==> src/rtl/bmx_pkg.sv <==
`default_nettype none
// ============================================================================
// Module      : bmx_pkg
// Description : Shared types and widths for the AHB bus matrix slice.
// Revision    : 1.0 - initial release
// ============================================================================
package bmx_pkg;

  localparam int BMX_ADDR_W  = 32;
  localparam int BMX_MAST_W  = 4;
  localparam int BMX_TRANS_W = 2;
  localparam int BMX_SIZE_W  = 3;
  localparam int BMX_BURST_W = 3;
  localparam int BMX_PROT_W  = 4;

  typedef enum logic [1:0] {
    HTRANS_IDLE   = 2'b00,
    HTRANS_BUSY   = 2'b01,
    HTRANS_NONSEQ = 2'b10,
    HTRANS_SEQ    = 2'b11
  } htrans_e;

  typedef enum logic {
    HRESP_OKAY  = 1'b0,
    HRESP_ERROR = 1'b1
  } hresp_e;

  // Flat width of the address/control bundle: addr, auser, trans, write,
  // size, burst, prot, master, mastlock.
  function automatic int bmx_ctrl_w(input int addr_w, input int mast_w);
    return 2 * addr_w + BMX_TRANS_W + 1 + BMX_SIZE_W + BMX_BURST_W
           + BMX_PROT_W + mast_w + 1;
  endfunction

endpackage
`default_nettype wire

==> src/rtl/bmx_in_hold_reg.sv <==
`default_nettype none
// ============================================================================
// Module      : bmx_in_hold_reg
// Description : Load-enabled capture register for an address/control bundle.
// Revision    : 1.0 - initial release
// ============================================================================
module bmx_in_hold_reg #(
  parameter int WIDTH = 82
) (
  input  logic             HCLK,
  input  logic             HRESETn,
  input  logic             load,
  input  logic [WIDTH-1:0] d,
  output logic [WIDTH-1:0] q
);

  always_ff @(posedge HCLK or negedge HRESETn) begin
    if (!HRESETn) begin
      q <= '0;
    end else if (load) begin
      q <= d;
    end
  end

endmodule
`default_nettype wire

==> src/rtl/bmx_in_stage.sv <==
`default_nettype none
// ============================================================================
// Module      : bmx_in_stage
// Description : Per-master input stage of the AHB bus matrix; holds a stalled
//               address phase and returns HREADYOUT/HRESP to the master.
//               Optional wait counter: define BMX_IN_STAGE_PEND_CNT_EN.
// Revision    : 1.0 - initial release
// ============================================================================
module bmx_in_stage
  import bmx_pkg::*;
#(
  parameter int ADDR_W = BMX_ADDR_W,
  parameter int MAST_W = BMX_MAST_W
) (
  input  logic                   HCLK,
  input  logic                   HRESETn,
  input  logic                   HSELS,
  input  logic [ADDR_W-1:0]      HADDRS,
  input  logic [ADDR_W-1:0]      HAUSERS,
  input  logic [BMX_TRANS_W-1:0] HTRANSS,
  input  logic                   HWRITES,
  input  logic [BMX_SIZE_W-1:0]  HSIZES,
  input  logic [BMX_BURST_W-1:0] HBURSTS,
  input  logic [BMX_PROT_W-1:0]  HPROTS,
  input  logic [MAST_W-1:0]      HMASTERS,
  input  logic                   HMASTLOCKS,
  input  logic                   HREADYS,
  output logic                   HREADYOUTS,
  output logic                   HRESPS,
  output logic                   sel_in,
  output logic [ADDR_W-1:0]      addr_in,
  output logic [ADDR_W-1:0]      auser_in,
  output logic [BMX_TRANS_W-1:0] trans_in,
  output logic                   write_in,
  output logic [BMX_SIZE_W-1:0]  size_in,
  output logic [BMX_BURST_W-1:0] burst_in,
  output logic [BMX_PROT_W-1:0]  prot_in,
  output logic [MAST_W-1:0]      master_in,
  output logic                   mastlock_in,
  output logic                   held_tran_in,
  input  logic                   active_in,
  input  logic                   readyout_in,
  input  logic                   resp_in,
  output logic [7:0]             pend_cnt
);

  localparam int c_BUNDLE_W = bmx_ctrl_w(ADDR_W, MAST_W);

  logic                  r_pend;
  logic                  r_dphase;
  logic                  w_new_tran;
  logic                  w_grant;
  logic                  w_accept;
  logic                  w_drop;
  logic                  w_load;
  logic [c_BUNDLE_W-1:0] w_live;
  logic [c_BUNDLE_W-1:0] w_held;

  // NONSEQ and SEQ both have HTRANS[1] set; IDLE/BUSY never start a transfer.
  assign w_new_tran   = HSELS & HTRANSS[1] & HREADYS;
  assign w_grant      = active_in & readyout_in;
  assign held_tran_in = r_pend | w_new_tran;
  assign w_accept     = held_tran_in & w_grant;
  assign w_drop       = r_pend & r_dphase & resp_in & readyout_in;
  assign w_load       = ~r_pend & w_new_tran & ~w_grant;

  assign w_live = {HADDRS, HAUSERS, HTRANSS, HWRITES, HSIZES, HBURSTS,
                   HPROTS, HMASTERS, HMASTLOCKS};

  bmx_in_hold_reg #(
    .WIDTH (c_BUNDLE_W)
  ) u_hold (
    .HCLK    (HCLK),
    .HRESETn (HRESETn),
    .load    (w_load),
    .d       (w_live),
    .q       (w_held)
  );

  assign sel_in = r_pend | HSELS;
  assign {addr_in, auser_in, trans_in, write_in, size_in, burst_in,
          prot_in, master_in, mastlock_in} = r_pend ? w_held : w_live;

  always_ff @(posedge HCLK or negedge HRESETn) begin
    if (!HRESETn) begin
      r_pend   <= 1'b0;
      r_dphase <= 1'b0;
    end else begin
      // An ERROR completing on the previous data phase discards the held one.
      if (w_accept || w_drop) begin
        r_pend <= 1'b0;
      end else if (w_load) begin
        r_pend <= 1'b1;
      end
      if (w_accept) begin
        r_dphase <= 1'b1;
      end else if (readyout_in) begin
        r_dphase <= 1'b0;
      end
    end
  end

  always_comb begin
    HREADYOUTS = 1'b1;
    if (r_dphase && resp_in) begin
      HREADYOUTS = readyout_in;
    end else if (r_pend) begin
      HREADYOUTS = 1'b0;
    end else if (r_dphase) begin
      HREADYOUTS = readyout_in;
    end
  end

  assign HRESPS = r_dphase ? resp_in : HRESP_OKAY;

`ifdef BMX_IN_STAGE_PEND_CNT_EN
  logic [7:0] r_pend_cnt;

  always_ff @(posedge HCLK or negedge HRESETn) begin
    if (!HRESETn) begin
      r_pend_cnt <= 8'h00;
    end else if (r_pend && (w_accept || w_drop)) begin
      r_pend_cnt <= 8'h00;
    end else if (r_pend && (r_pend_cnt != 8'hFF)) begin
      r_pend_cnt <= r_pend_cnt + 8'h01;
    end
  end

  assign pend_cnt = r_pend_cnt;
`else
  assign pend_cnt = 8'h00;
`endif

endmodule
`default_nettype wire

==> config.mk <==
export PLATFORM = sky130hd
export DESIGN_NAME = bmx_in_stage
export DESIGN_NICKNAME = d
export VERILOG_FILES = /design/src/rtl/bmx_pkg.sv /design/src/rtl/bmx_in_hold_reg.sv /design/src/rtl/bmx_in_stage.sv
export SDC_FILE = /design/constraint.sdc
export NUM_CORES = 1
export LEC_CHECK = 0
export ABC_AREA = 1
export CORE_ASPECT_RATIO = 0.8
export CORE_MARGIN = 3
export CORE_UTILIZATION = 40
export DETAILED_ROUTE_END_ITERATION = 6
export PLACE_DENSITY_LB_ADDON = 0.25
export SLEW_MARGIN = 40
export SYNTH_ARGS = -nofsm -noshare
export SYNTH_HDL_FRONTEND = slang
export SYNTH_SLANG_ARGS = --single-unit
==> constraint.sdc <==
create_clock -name HCLK -period 1.45 [get_ports HCLK]
set_input_delay 0.29 -clock HCLK [delete_from_list [all_inputs] [get_ports HCLK]]
set_output_delay 0.29 -clock HCLK [all_outputs]
set_load 0.05 [all_outputs]
== Word level (Yosys, flattened, before mapping) ==
Cells that the tools add are included.

* Bits of input ports: 89
* Register bits after elaboration: 84

* Bitwise operators: 13
* Reduce and logical (&&, ||, !) cells: 4
* Mux-type cells: 9

{| class="wikitable"
|+ Operators by type and width
! operator !! number
|-
| two-way mux 82 bit || 1
|-
| AND 1 bit || 9
|-
| two-way mux 1 bit || 8
|-
| nonzero test 2 bit || 2
|-
| inverter 1 bit || 2
|-
| OR 1 bit || 2
|-
| logical AND 1 bit || 1
|-
| logical OR 1 bit || 1
|}

== Depth between registers and ports, before layout ==
Gate-level depths: netlist (run 1).

* Word-level depth: 6
* Mapped depth: 6
* Depth with buffers taken out: 5

== Modules after synthesis ==
A second synthesis (run 1) with hierarchy kept.

* Cell total of the unflattened synthesis: 643
* Area, all modules: 4393.0 µm²

{| class="wikitable"
|+ By module, submodules not included
! module !! area an instance (µm²) !! instances !! cells each
|-
| bmx_in_hold_reg || 3123.0 || 1 || 346
|-
| bmx_in_stage || 1270.0 || 1 || 297
|}

== Worst setup path before layout (run 1) ==
No wires, ideal clock.

* Path kind: register -> output
* Start point: register r_pend
* End point: output port trans_in[1]
* Cell stages (with the launch flop): 4
* Data arrival time: 1.682 ns
* Buffers on the path: 1
* Path slack: -0.522 ns
* Required time: 1.160 ns
* Cells stage by stage: dfrtp_1 -> inv_2 -> buf_2 -> o21ai_0

* Word-level cells in the longest chain between the ends: 1

{| class="wikitable"
|+ RTL lines
! item !! line !! text
|-
| start, declared || bmx_in_stage.sv:49 || <nowiki>logic r_pend;</nowiki>
|-
| start signal, assigned || bmx_in_stage.sv:86 || <nowiki>r_pend <= 1'b0;</nowiki>
|-
| start signal, assigned || bmx_in_stage.sv:91 || <nowiki>r_pend <= 1'b0;</nowiki>
|-
| start signal, assigned || bmx_in_stage.sv:93 || <nowiki>r_pend <= 1'b1;</nowiki>
|-
| two-way mux 82 bit || bmx_in_stage.sv:82 || <nowiki>prot_in, master_in, mastlock_in} = r_pend ? w_held : w_live;</nowiki>
|-
| end, declared || bmx_in_stage.sv:33 || <nowiki>output logic [BMX_TRANS_W-1:0] trans_in,</nowiki>
|}

Every way passes these cells.

== Final worst setup path (run 1) ==
* Start point: register r_pend
* End point: output port burst_in[0]

* Word-level cells in the longest chain between the ends: 1

{| class="wikitable"
|+ RTL lines
! item !! line !! text
|-
| two-way mux 82 bit || bmx_in_stage.sv:82 ||
|-
| end, declared || bmx_in_stage.sv:36 || <nowiki>output logic [BMX_BURST_W-1:0] burst_in,</nowiki>
|}

Every way passes these cells.

==> flow_summary.json, run 1 <==
{
  "crit_cells": 5,
  "cts_root_buf": "clkbuf_16",
  "gp_congestion": 0.801,
  "peakVddDrop_uv": 708,
  "p_per_area_nw_per_um2": 1360,
  "p_leak_nw": 4.01,
  "dp_hpwl_um": 10100,
  "crit_arrival_ns": 1.48,
  "placedCellCount": 935,
  "worstSetupStartpointType": "register",
  "cp.required_ns": 1.16,
  "wl_per_cell_um": 16.0,
  "critPathLaunch": "r_pend",
  "antenna_cells": 0,
  "cp_slowest_cell": "dfrtp_2",
  "syn_avg_cell_area_sq_um": 6.90,
  "ff2ff_setup_slack_ns": -0.07,
  "setup_viol": 149,
  "routed_via_density": 5.12,
  "fin_tns_setup_ns": -24.93,
  "cp-end-kind": "primary output",
  "vias": 4943,
  "drtIter0Drc": 351,
  "clk_pin_slew_ns": 0.06,
  "clk_latency_ns": 0.33,
  "status": "finished with violations",
  "drtPass1Iterations": 5,
  "final_cell_mix": "nand2_1 (302), nand2_2 (106), buf_12 (98)",
  "final_area_sq_um": 8140,
  "rsz0062_at_grt": "true",
  "placed_area_sq_um": 7410,
  "hold_viol": 0,
  "dieArea_sq_um": 12400,
  "ys_types": 15,
  "layout_setup_ws_ns": -0.324,
  "synthesis.area_sq_um": 4450,
  "grt_max_degree": 85,
  "fin_util_pct": 77.4,
  "path_class": "reg2out",
  "fin_crit_sh_pct": 122,
  "final_common_cell": "nand2_1",
  "r2r-end": "u_hold.q[48]",
  "grtUsageTotal_pct": 23.9,
  "syn2layout_area_growth_pct": 83.1,
  "drive_gt1_share_pct": 30.8,
  "core_area_sq_um": 10500,
  "cts_buffer_depth": 2,
  "rows": 33,
  "die_w_um": 124,
  "overflow": 0,
  "grt_antenna_before_repair": 0,
  "cp-endpoint": "burst_in[0]",
  "tritoncts": "yes",
  "numClockSinks": 84,
  "num-fill-cells": 698,
  "final_net_count": 910,
  "dp_slack_ns": -0.243,
  "drc_errors": 0,
  "totalWireLength_um": 15500,
  "r2r_start": "r_pend",
  "numPortBuffers": 174,
  "clock_skew_ns": 0.00716,
  "ys_seq_area_share_pct": 47.3,
  "initial_core_util_pct": 42.2,
  "max_stage_delay_ns": 0.49,
  "drv_cap": 0,
  "critical_path.cell_chain": "buf_8, clkbuf_16, nand2_1, nand2_2, buf_12",
  "instances_no_fill": 966,
  "cts_buffers": 9,
  "crit_fanout": 13,
  "synth.top_cell.area_share_pct": 47.3,
  "grt_pass1_wl_um": 23600,
  "grt_pass1_vias": 4849,
  "holdWs_ns": 0.492,
  "hold_path_class": "reg2reg",
  "ff2ff_path_depth": 7,
  "report.final.slew_viol_count": 0,
  "ys_warn_count": 0,
  "cp.buffers_inverters": 3,
  "synth_area_leader_cell": "dfrtp_1",
  "ys_ff_latch": 84,
  "max_freq_mhz": 564,
  "ios": 183,
  "violations": "negative setup slack",
  "dieHeight_um": 100,
  "final.min_clock_period_ns": 1.77,
  "syn_inst": 645,
  "total_power_mw": 11.1,
  "cpLargestDelayFamily": "flip-flops",
  "synth.top_cells.by_area": "dfrtp_1 (47%), nand2_1 (35%), o21ai_0 (9.3%), buf_6 (2.0%), clkbuf_1 (1.8%)",
  "htreeDepth": 3,
  "ant_nets": 0
}
worst min-delay path, stage by stage, from the launching register on:
cell	delay (ns)
dfrtp_1	0.32
inv_1	0.07
nand2_1	0.07
how the worst min path moves through the flow:
stage            startpoint            to  slack, ns  depth (start not counted)
6_report       u_hold.q[17]  u_hold.q[17]       0.49                          2
5_1_grt        u_hold.q[17]  u_hold.q[17]       0.51                          2
4_1_cts        u_hold.q[17]  u_hold.q[17]       0.47                          2
3_5_place_dp        HRESETn  u_hold.q[76]       0.35                          2
3_3_place_gp        HRESETn  u_hold.q[76]       0.36                          2
2_1_floorplan       HRESETn      r_dphase     -0.006                          0
flip-flops by register name (all words and copies together) (netlist names):
| register | count |
|---|---|
| u_hold.q | 82 |
| r_dphase | 1 |
| r_pend | 1 |
cells in the mapped netlist, drive strengths merged:
library cell and number:
or2 1, nand3 3, nor2 1, dfrtp 84, inv 6, conb 1, o21ai 83, nand2 415
clkbuf 21, buf 30
final cells by class:
type / instances / area (sq um) / area share, %
repair buffers: 209 / 3170 / 38.9
multi-input cells: 511 / 2380 / 29.2
flip-flops and latches: 84 / 2100 / 25.8
clock buffers: 12 / 236 / 2.90
well taps: 140 / 175 / 2.15
clock inverters: 4 / 50.0 / 0.615
inverters: 6 / 30.0 / 0.369
repair_timing:
| item | CTS | global route |
|---|---|---|
| endpoints found under the hold margin | 1 | 0 |
| endpoints found under the setup margin | 85 | 90 |
| buffers inserted | 6 | 1 |
| pin swaps | 6 | 0 |
| hold buffers | 1 | 0 |
| cloned | 3 | 4 |
| gates resized for setup | 62 | 11 |
power breakdown:
part / switching [mW] / internal, mW
clock network: 0.909 / 1.33
logic: 3.05 / 2.46
registers: 0.378 / 2.92
total: 4.34 / 6.72
cells by family (layout without fill, tap and decap cells):
kind of cell           after synthesis  in the layout  synth area share (%)
AOI/OAI and AO/OA                   83             83                  9.34
and+or+nand+nor                    420            420                  36.1
other                                1              8                0.0843
DFF                                 84             84                  47.3
buffers and inverters               57            231                  7.20
metal layers:
metal	track usage, %	up-vias	wire length, um
li1	-	2336	-
met2	39.1	244	7480
met5	0	-	0
met1	31.3	2334	6350
met3	5.75	29	1300
met4	7.83	0	343
Power figures use the tool's default switching activity.
==> run 2: changes to the inputs <==
CORE_UTILIZATION = 45   (was 40)
CTS_BUF_LIST = sky130_fd_sc_hd__clkbuf_2 sky130_fd_sc_hd__clkbuf_4 sky130_fd_sc_hd__clkbuf_8   (was default)
==> run 2 against run 1 <==
The run still ends with negative setup slack left. Critical endpoint is now auser_in[1]. Setup slack worse by 0.0088 ns. Sequential cell count unchanged. Design area barely moved. First-iteration DRC count increased by 40%. Clock skew up 0.0074 ns. Highest routed layer unchanged. Utilization rose by 9.8 points. Global-route usage grew 3.2 points.
==> flow_summary.json, run 2 (synthesized netlist as in run 1, its figures left out) <==
{
  "die_w_um": 117,
  "cp-end-kind": "primary output",
  "tightest_slew_ns": 0.571,
  "seqPwrFrac_pct": 31.2,
  "rows": 31,
  "peakVddDrop_uv": 677,
  "wl_per_cell_um": 17.9,
  "rsz0062_at_grt": "true",
  "grt_pass1_vias": 4884,
  "drtPass1Iterations": 6,
  "drc_errors": 0,
  "final_common_cell": "nand2_1",
  "p_per_area_nw_per_um2": 1300,
  "totalWireLength_um": 17300,
  "dp_slack_ns": -0.364,
  "overflow": 0,
  "drive_gt1_share_pct": 31.7,
  "final.min_clock_period_ns": 1.78,
  "syn2layout_area_growth_pct": 83.1,
  "cts_buffer_depth": 2,
  "dp_hpwl_um": 10300,
  "cp.required_ns": 1.16,
  "final_cell_mix": "nand2_1 (305), nand2_2 (108), buf_12 (96)",
  "dieArea_sq_um": 11100,
  "clock_skew_ns": 0.0145,
  "cts_buffers": 9,
  "max_freq_mhz": 561,
  "grt_pass1_wl_um": 23900,
  "fin_tns_setup_ns": -37.53,
  "report.final.slew_viol_count": 0,
  "power_frac_clock_pct": 15.9,
  "regMostFlops": "u_hold.q",
  "cts_root_buf": "clkbuf_8",
  "p_comb_share_pct": 52.9,
  "ant_nets": 0,
  "p_int_mw": 6.22,
  "layout_setup_ws_ns": -0.333,
  "antenna_cells": 0,
  "tritoncts": "yes",
  "cpLargestDelayFamily": "flip-flops",
  "crit_fanout": 21,
  "grtUsageTotal_pct": 27.1,
  "worstSetupStartpointType": "register",
  "crit_arrival_ns": 1.49,
  "routed_via_density": 5.40,
  "vias": 5209,
  "cp.buffers_inverters": 3,
  "hold_viol": 0,
  "gp_congestion": 0.829,
  "final_area_sq_um": 8150,
  "final_net_count": 917,
  "htreeDepth": 3,
  "largestRegisters": "u_hold.q x82, r_dphase x1, r_pend x1",
  "holdWs_ns": 0.470,
  "clk_pin_slew_ns": 0.07,
  "clk_latency_ns": 0.36,
  "grt_antenna_before_repair": 0,
  "seqCellArea_sq_um": 2100,
  "setup_viol": 168,
  "ios": 183,
  "p_leak_nw": 3.99,
  "initial_core_util_pct": 47.6,
  "hold_path_class": "reg2reg",
  "drtIter0Drc": 490,
  "num-fill-cells": 474,
  "placed_area_sq_um": 7340,
  "path_class": "reg2out",
  "violations": "negative setup slack",
  "dieHeight_um": 94.9,
  "grt_max_degree": 85,
  "p_sw_share_pct": 41.1,
  "status": "finished with violations",
  "fin_crit_sh_pct": 123,
  "core_area_sq_um": 9350,
  "crit_top_cell": "buf_12",
  "max_slew_margin_pct": 61.9,
  "numPortBuffers": 174,
  "largest_reg_flops": 82,
  "max_stage_delay_ns": 0.46,
  "multi_input_area_sq_um": 2360,
  "power.switching_mw": 4.33,
  "cp_slowest_cell": "dfrtp_2",
  "numClockSinks": 84,
  "drv_cap": 0,
  "critical_path.cell_chain": "buf_4, buf_12, nand2_1, nand2_2, buf_12"
}
-- run 2: stage by stage --
stage	utilization, %	power [mW]	cells
4_1_cts	82.4	10.1	945
2_1_floorplan	-	5.89	652
6_report	87.1	10.6	964
5_1_grt	87.1	11.0	964
3_3_place_gp	78.5	8.17	928
3_5_place_dp	78.5	8.31	928
-- run 2: metal layers --
metal / GRT usage, % / part of all wire [%]
met1: 34.4 / 38
met5: 0 / 0
met4: 9.36 / 3.6
met2: 45.2 / 50
met3: 6.66 / 8.8
-- run 2: path summary, 6_finish.rpt --
kind	from	endpoint	slack, ns	cells past startpoint
setup / recovery	r_pend	auser_in[1]	-0.33	5
hold / removal	u_hold.q[17]	u_hold.q[17]	0.47	2
setup reg to reg	r_pend	u_hold.q[21]	-0.23	9
hold reg to reg	u_hold.q[17]	u_hold.q[17]	0.47	2
max in group asynchronous	HRESETn	r_pend	0.57	3
min in group asynchronous	HRESETn	u_hold.q[68]	0.50	3
-- run 2: layout make-up --
cell class	count	area share [%]
clock inverters	4	0.614
well taps	132	2.03
flip-flops and latches	84	25.8
multi-input cells	511	29.0
clock buffers	11	1.78
inverters	6	0.369
repair buffers	216	40.4
-- run 2: power by group through the flow --
stage          sequential [mW]  combinational (mW)  clock, mW
6_report                  3.29                5.58       1.68
3_3_place_gp              3.20                4.97          0
4_1_cts                   3.23                5.24       1.66
3_5_place_dp              3.24                5.08          0
2_1_floorplan             3.15                2.74          0
5_1_grt                   3.33                5.87       1.78
-- run 2: timing repair --
action / CTS / global route
buffers inserted: 0 / 8
pin swaps: 1 / 2
hold buffers: 1 / 0
endpoints found under the setup margin: 90 / 169
endpoints found under the hold margin: 75 / 0
cloned: 1 / 11
resized for setup: 50 / 37
-- run 2: tightest hold or removal path: stages (launching register included) --
cell     delay, ns
dfrtp_1       0.32
inv_1         0.05
nand2_1       0.06
